File: src/rtl/shot_pos_decoder_if.sv
// Byte-link input and decoded shot-position output bundle for shot_pos_decoder.
interface shot_pos_decoder_if;
  logic       enable;
  logic [7:0] rx_data;
  logic       rx_valid;
  logic [9:0] shot_xpos;
  logic [9:0] shot_ypos;
  logic       pos_valid;
  logic       pos_locked;
  logic [7:0] frame_err_cnt;

  modport master (
    output enable, rx_data, rx_valid,
    input  shot_xpos, shot_ypos, pos_valid, pos_locked, frame_err_cnt
  );

  modport slave (
    input  enable, rx_data, rx_valid,
    output shot_xpos, shot_ypos, pos_valid, pos_locked, frame_err_cnt
  );
endinterface

File: src/rtl/shot_pos_decoder.sv
// Reassembles tagged 4-byte shot-position frames and commits x/y only after
// CONFIRM_FRAMES consecutive identical frames; commit lands 2 cycles after the last byte.
module shot_pos_decoder #(
  parameter int CONFIRM_FRAMES = 2,
  parameter int TIMEOUT_CYCLES = 650000
) (
  input  logic              clk,
  input  logic              rst,
  shot_pos_decoder_if.slave bus
);
  localparam int            TW      = $clog2(TIMEOUT_CYCLES + 1);
  localparam logic [3:0]    CONFIRM = 4'(CONFIRM_FRAMES);
  localparam logic [TW-1:0] TO_LAST = TW'(TIMEOUT_CYCLES - 1);

  typedef enum logic [2:0] {WAIT_XL, WAIT_XH, WAIT_YL, WAIT_YH, CHECK} state_t;
  typedef struct packed {
    logic [9:0] x;
    logic [9:0] y;
  } pos_t;

  state_t        state;
  state_t        next_state;
  pos_t          partial;
  pos_t          candidate;
  logic [3:0]    match_cnt;
  logic [3:0]    match_next;
  logic [TW-1:0] idle_cnt;
  logic [2:0]    exp_tag;
  logic [2:0]    tag;
  logic [4:0]    payload;
  logic          byte_in;
  logic          timeout_hit;
  logic          err_evt;
  logic [9:0]    xpos;
  logic [9:0]    ypos;
  logic          valid;
  logic          locked;
  logic [7:0]    err_cnt;

  assign tag     = bus.rx_data[2:0];
  assign payload = bus.rx_data[7:3];

  always_comb begin
    exp_tag    = 3'b001;
    next_state = WAIT_XH;
    case (state)
      WAIT_XH: begin exp_tag = 3'b010; next_state = WAIT_YL; end
      WAIT_YL: begin exp_tag = 3'b101; next_state = WAIT_YH; end
      WAIT_YH: begin exp_tag = 3'b110; next_state = CHECK;   end
      default: ;
    endcase
  end

  // The transmitter never strobes during CHECK, so a byte there is simply ignored.
  assign byte_in     = bus.enable && bus.rx_valid && (state != CHECK);
  assign timeout_hit = bus.enable && !bus.rx_valid && (idle_cnt == TO_LAST) &&
                       (state inside {WAIT_XH, WAIT_YL, WAIT_YH});
  assign err_evt     = (byte_in && (tag != exp_tag)) || timeout_hit;

  assign match_next = (partial != candidate) ? 4'd1 :
                      (match_cnt >= CONFIRM) ? CONFIRM : match_cnt + 4'd1;

  always_ff @(posedge clk) begin
    if (rst) begin
      state     <= WAIT_XL;
      partial   <= '0;
      candidate <= '0;
      match_cnt <= '0;
      idle_cnt  <= '0;
      xpos      <= '0;
      ypos      <= '0;
      valid     <= 1'b0;
      locked    <= 1'b0;
      err_cnt   <= '0;
    end else if (!bus.enable) begin
      state     <= WAIT_XL;
      partial   <= '0;
      candidate <= '0;
      match_cnt <= '0;
      idle_cnt  <= '0;
      valid     <= 1'b0;
      locked    <= 1'b0;
    end else begin
      valid <= 1'b0;
      if (err_evt && (err_cnt != 8'hFF))
        err_cnt <= err_cnt + 8'd1;

      if (state == CHECK) begin
        match_cnt <= match_next;
        candidate <= partial;
        // Position registers and the strobe move together so consumers never see a torn x/y pair.
        if (match_next == CONFIRM) begin
          xpos   <= partial.x;
          ypos   <= partial.y;
          valid  <= 1'b1;
          locked <= 1'b1;
        end
        state <= WAIT_XL;
      end else if (byte_in) begin
        idle_cnt <= '0;
        if ((tag == exp_tag) || (tag == 3'b001)) begin
          case (tag)
            3'b001:  partial.x[4:0] <= payload;
            3'b010:  partial.x[9:5] <= payload;
            3'b101:  partial.y[4:0] <= payload;
            3'b110:  partial.y[9:5] <= payload;
            default: ;
          endcase
        end
        // A stray x-low byte is treated as the start of a fresh frame to realign quickly.
        if (tag == exp_tag)
          state <= next_state;
        else if (tag == 3'b001)
          state <= WAIT_XH;
        else
          state <= WAIT_XL;
      end else if (state != WAIT_XL) begin
        if (timeout_hit) begin
          idle_cnt <= '0;
          state    <= WAIT_XL;
        end else begin
          idle_cnt <= idle_cnt + 1'b1;
        end
      end
    end
  end

  assign bus.shot_xpos     = xpos;
  assign bus.shot_ypos     = ypos;
  assign bus.pos_valid     = valid;
  assign bus.pos_locked    = locked;
  assign bus.frame_err_cnt = err_cnt;
endmodule
File: src/flat_wrapper.sv
// flat-port wrapper written by rule: the top's interface ports become plain ports
module shot_pos_decoder_flat 
#(
  parameter int CONFIRM_FRAMES = 2,
  parameter int TIMEOUT_CYCLES = 650000
)
  (clk, rst, bus_enable, bus_rx_data, bus_rx_valid, bus_shot_xpos, bus_shot_ypos, bus_pos_valid, bus_pos_locked, bus_frame_err_cnt);
  shot_pos_decoder_if bus_i ();
  input  logic clk;
  input  logic rst;
  input wire logic [$bits(bus_i.enable)-1:0] bus_enable;
  input wire logic [$bits(bus_i.rx_data)-1:0] bus_rx_data;
  input wire logic [$bits(bus_i.rx_valid)-1:0] bus_rx_valid;
  output wire logic [$bits(bus_i.shot_xpos)-1:0] bus_shot_xpos;
  output wire logic [$bits(bus_i.shot_ypos)-1:0] bus_shot_ypos;
  output wire logic [$bits(bus_i.pos_valid)-1:0] bus_pos_valid;
  output wire logic [$bits(bus_i.pos_locked)-1:0] bus_pos_locked;
  output wire logic [$bits(bus_i.frame_err_cnt)-1:0] bus_frame_err_cnt;
  assign bus_i.enable = bus_enable;
  assign bus_i.rx_data = bus_rx_data;
  assign bus_i.rx_valid = bus_rx_valid;
  assign bus_shot_xpos = bus_i.shot_xpos;
  assign bus_shot_ypos = bus_i.shot_ypos;
  assign bus_pos_valid = bus_i.pos_valid;
  assign bus_pos_locked = bus_i.pos_locked;
  assign bus_frame_err_cnt = bus_i.frame_err_cnt;
  shot_pos_decoder #(.CONFIRM_FRAMES(CONFIRM_FRAMES), .TIMEOUT_CYCLES(TIMEOUT_CYCLES)) u_core (.clk(clk), .rst(rst), .bus(bus_i));
endmodule
File: config.mk
export PLATFORM = sky130hd
export DESIGN_NAME = shot_pos_decoder_flat
export DESIGN_NICKNAME = d
export VERILOG_FILES = /design/src/rtl/shot_pos_decoder_if.sv /design/src/rtl/shot_pos_decoder.sv /design/src/flat_wrapper.sv
export SDC_FILE = /design/constraint.sdc
export NUM_CORES = 1
export LEC_CHECK = 0
export BUFFER_PORTS_ARGS = -buffer_cell sky130_fd_sc_hd__buf_2
export CAP_MARGIN = 10
export CORE_MARGIN = 8
export CORE_UTILIZATION = 60
export DETAILED_ROUTE_END_ITERATION = 10
export MAX_ROUTING_LAYER = met4
export PLACE_DENSITY = 0.81
export SETUP_SLACK_MARGIN = 0.2
export SYNTH_ARGS = -nofsm -noshare
export SYNTH_HDL_FRONTEND = slang
export SYNTH_SLANG_ARGS = --single-unit
File: constraint.sdc
create_clock -name clk -period 3.3 [get_ports clk]
set_input_delay 0.165 -clock clk [delete_from_list [all_inputs] [get_ports clk]]
set_output_delay 0.165 -clock clk [all_outputs]
set_load 0.02 [all_outputs]
==> impl_metrics.py <==
metrics = {
    "place": {
        "post_dp_cell_area_um2": 4700,
        "dp_hpwl_um": 6650,
        "routabilityCongestion": 0.887,
        "port_buffers": 41,
    },
    "route": {
        "wl_um": 9420,
        "final_antenna_net_count": 0,
        "avgViaCountPerCell": 5.55,
        "dr.pass1.iters": 4,
        "remaining_drc_errors": 0,
        "wire_per_inst_um": 14.8,
        "vias": 3527,
        "drt_iter0_markers": 128,
    },
    "timing": {
        "slew_violations": 0,
        "tightest_slew_ns": 0.703,
        "slew_headroom_pct": 53.1,
        "setup_tns_ns": 0,
        "fin_skew_ns": 0.0134,
        "fin_crit_ns": 2.21,
        "hold_violations": 0,
        "setup_viol": 0,
        "max_freq_ghz": 0.452,
        "rsz0062_at_grt": "no",
        "finalCritPeriodShare_pct": 67.1,
    },
    "worst_setup_path": {
        "path_max_fanout": 11,
        "slowest_stage": "or3b_2",
        "cp-end-kind": "flop",
        "cpPeakStageDelay_ns": 0.44,
        "arrival_ns": 2.50,
        "critical_path.top_delay_family": "simple AND/OR/NAND/NOR gates",
        "crit_chain": "inv_1 -> ha_1 -> or3b_2 -> a21oi_1 -> nand3_1 -> nor3_4 -> buf_4 -> mux2i_1",
        "path_class": "flop to flop",
        "cp.required_ns": 3.59,
        "setup.worst_path.start_class": "flop",
        "critPathBufInv": 2,
    },
    "synthesis": {
        "syn-cell-area_um2": 4420,
        "synthAdderAreaFrac_pct": 1.13,
        "synth.top_cell.area_share_pct": 43.9,
        "yosysWarnings": 0,
        "synth.distinct_cells": 52,
        "synth_mux_area_share_pct": 11.1,
        "synth_ff_type": "dfxtp_1",
        "ys_seq_elements": 97,
        "yosys.area_share.simple_pct": 25.6,
        "synth_cells": 495,
        "synth_compound_area_share_pct": 8.10,
        "synth_top_family_by_area": "simple AND/OR/NAND/NOR gates",
        "synth_edf_count": 0,
        "synth_area_leaders": "dfxtp_1 (44%), mux2i_1 (9.3%), nand2_1 (8.4%)",
        "syn_nets": 511,
        "yosys.area.top_type": "dfxtp_1",
        "synthXorXnorAreaFrac_pct": 7.73,
        "yosysSeqAreaShare_pct": 43.9,
        "syn_avg_cell_area_um2": 8.93,
        "synthArstFlopShare_pct": 0,
    },
    "floorplanning": {
        "fp.dieW_um": 102,
        "core-area_um2": 7180,
        "die_area_um2": 10400,
        "rows": 31,
        "start_util_pct": 61.6,
        "die_y_um": 102,
        "ios": 42,
    },
    "pwr": {
        "ir_worst_vdd_mv": 0.265,
        "powerDensity_nw_per_um2": 416,
        "totalPowerFinal_uw": 2040,
        "p_leak_uw": 0.00191,
    },
    "grt": {
        "grt_pass1_vias": 3427,
        "grt_max_degree": 46,
        "grtUsageTotal_pct": 19.8,
        "grt_pass1_wl_um": 16000,
        "grt_overflow": 0,
        "antenna_found_initial": 0,
    },
    "clock_network": {
        "cts_num_sinks": 97,
        "clkSlewWorstSetupHoldPaths_ns": 0.10,
        "cts_buffer_depth": 2,
        "cts_tree": "done",
        "postCtsSetupBuffers": 0,
        "hold_buffers": 0,
        "insertion_delay_ns": 0.37,
        "ctsResizeCount": 0,
        "htree_levels": 3,
        "root_buffer": "clkbuf_8",
        "numCtsBuffers": 9,
    },
    "cells_and_area": {
        "n_antenna_cell": 0,
        "final_area_um2": 4900,
        "synthToLayoutAreaGrowth_pct": 10.8,
        "layout.nets": 547,
        "drive_above_1_share_pct": 15.3,
    },
    "hold_path": {
        "hold_path.class": "primary input to flop",
    },
    "run_status": {
        "outcome": "completed",
    },
    "run": {
        "maxCapViolCount": 0,
    },
}
==> through the flow <==
step | util [%] | std cells | worst slack [ns] | hold WS [ns]
after floorplan | - | 495 | 1.31 | 0.312
after global placement | 65.5 | 619 | 1.21 | 0.439
after detailed placement | 65.5 | 619 | 1.09 | 0.452
after CTS | 68.3 | 635 | 1.07 | 0.0626
after global routing | 68.3 | 635 | 0.913 | 0.0888
final | 68.3 | 635 | 1.09 | 0.0812
==> worst min-delay path: cells and delay by family <==
family,cells,cell delay [ns]
buffers and inverters,1,0.11
muxes,1,0.07
and+or+nand+nor,1,0.07
==> cells in the mapped netlist (all sizes together), types with 10 or more instances <==
master	n
dfxtp	97
a21oi	35
nand4	10
clkbuf	13
nand3	11
nand2	102
nor2	53
xor2	30
mux2i	41
and3	13
==> path summary, 6_finish.rpt <==
check	start	slack [ns]	endpoint	depth (start not counted)
worst min-delay path	bus_rx_data[3]	0.08	u_core.partial[5]	3
worst max register to register	u_core.match_cnt[0]	1.09	u_core.bus.shot_ypos[9]	8
worst min register to register	u_core.bus.shot_xpos[3]	0.46	u_core.bus.shot_xpos[3]	2
worst max-delay path	u_core.match_cnt[0]	1.09	u_core.bus.shot_ypos[9]	8
==> final cells by class <==
cell class	count	area, um^2
clock buffers	9	124
multi-input cells	373	2380
clock inverters	7	76.3
fillers	573	2280
flip-flops and latches	97	1940
inverters	4	15.0
repair buffers	46	243
well taps	99	124
==> sequential cells by signal, summed over array words and instances (netlist names) <==
| signal | count |
|---|---|
| u_core.bus.frame_err_cnt | 8 |
| u_core.bus.pos_locked | 1 |
| u_core.bus.pos_valid | 1 |
| u_core.bus.shot_xpos | 10 |
| u_core.bus.shot_ypos | 10 |
| u_core.candidate | 20 |
| u_core.idle_cnt | 20 |
| u_core.match_cnt | 4 |
| u_core.partial | 20 |
| u_core.state | 3 |
==> power by group <==
part / switching, uW / internal [uW]
Clock: 435 / 356
Combinational: 53.5 / 19.0
Sequential: 2.36 / 1170
==> placed cells by master, fill, tap and decap left out, types with 3 or more instances in the layout <==
master    netlist  routed
a21oi_1        34      34
and2_1          3       3
and3_1         11      11
and4_1          3       3
buf_2           3      41
buf_4           3       5
clkbuf_8        0       9
dfxtp_1        97      97
ha_1            4       4
inv_1           3       3
mux2_1          7       7
mux2i_1        41      41
nand2_1        99      99
nand3_1        11      11
nand4_1        10      10
nand4b_1        3       3
nor2_1         53      53
nor2b_1         9       9
nor3_1          3       3
nor4_1          7       7
xnor2_1         9       9
xor2_1         30      30
==> layer usage <==
layer / vias to the layer above / global-route usage, % / wire length (um)
met2: 45 / 34.2 / 4970
met1: 1715 / 22.5 / 4030
met4: 0 / 6.55 / 108
met3: 9 / 4.02 / 320
met5: - / - / 0
li1: 1758 / - / -
==> logic make-up (layout without fill, tap and decap cells) <==
kind of cell / count (synthesis) / after routing
AOI/OAI and AO/OA: 52 / 52
xor gates and xnor gates: 39 / 39
adders and majority gates: 4 / 4
buffers and inverters: 25 / 66
DFF: 97 / 97
muxes: 48 / 48
and+or+nand+nor: 230 / 230
(Power assumes the default switching activity.)
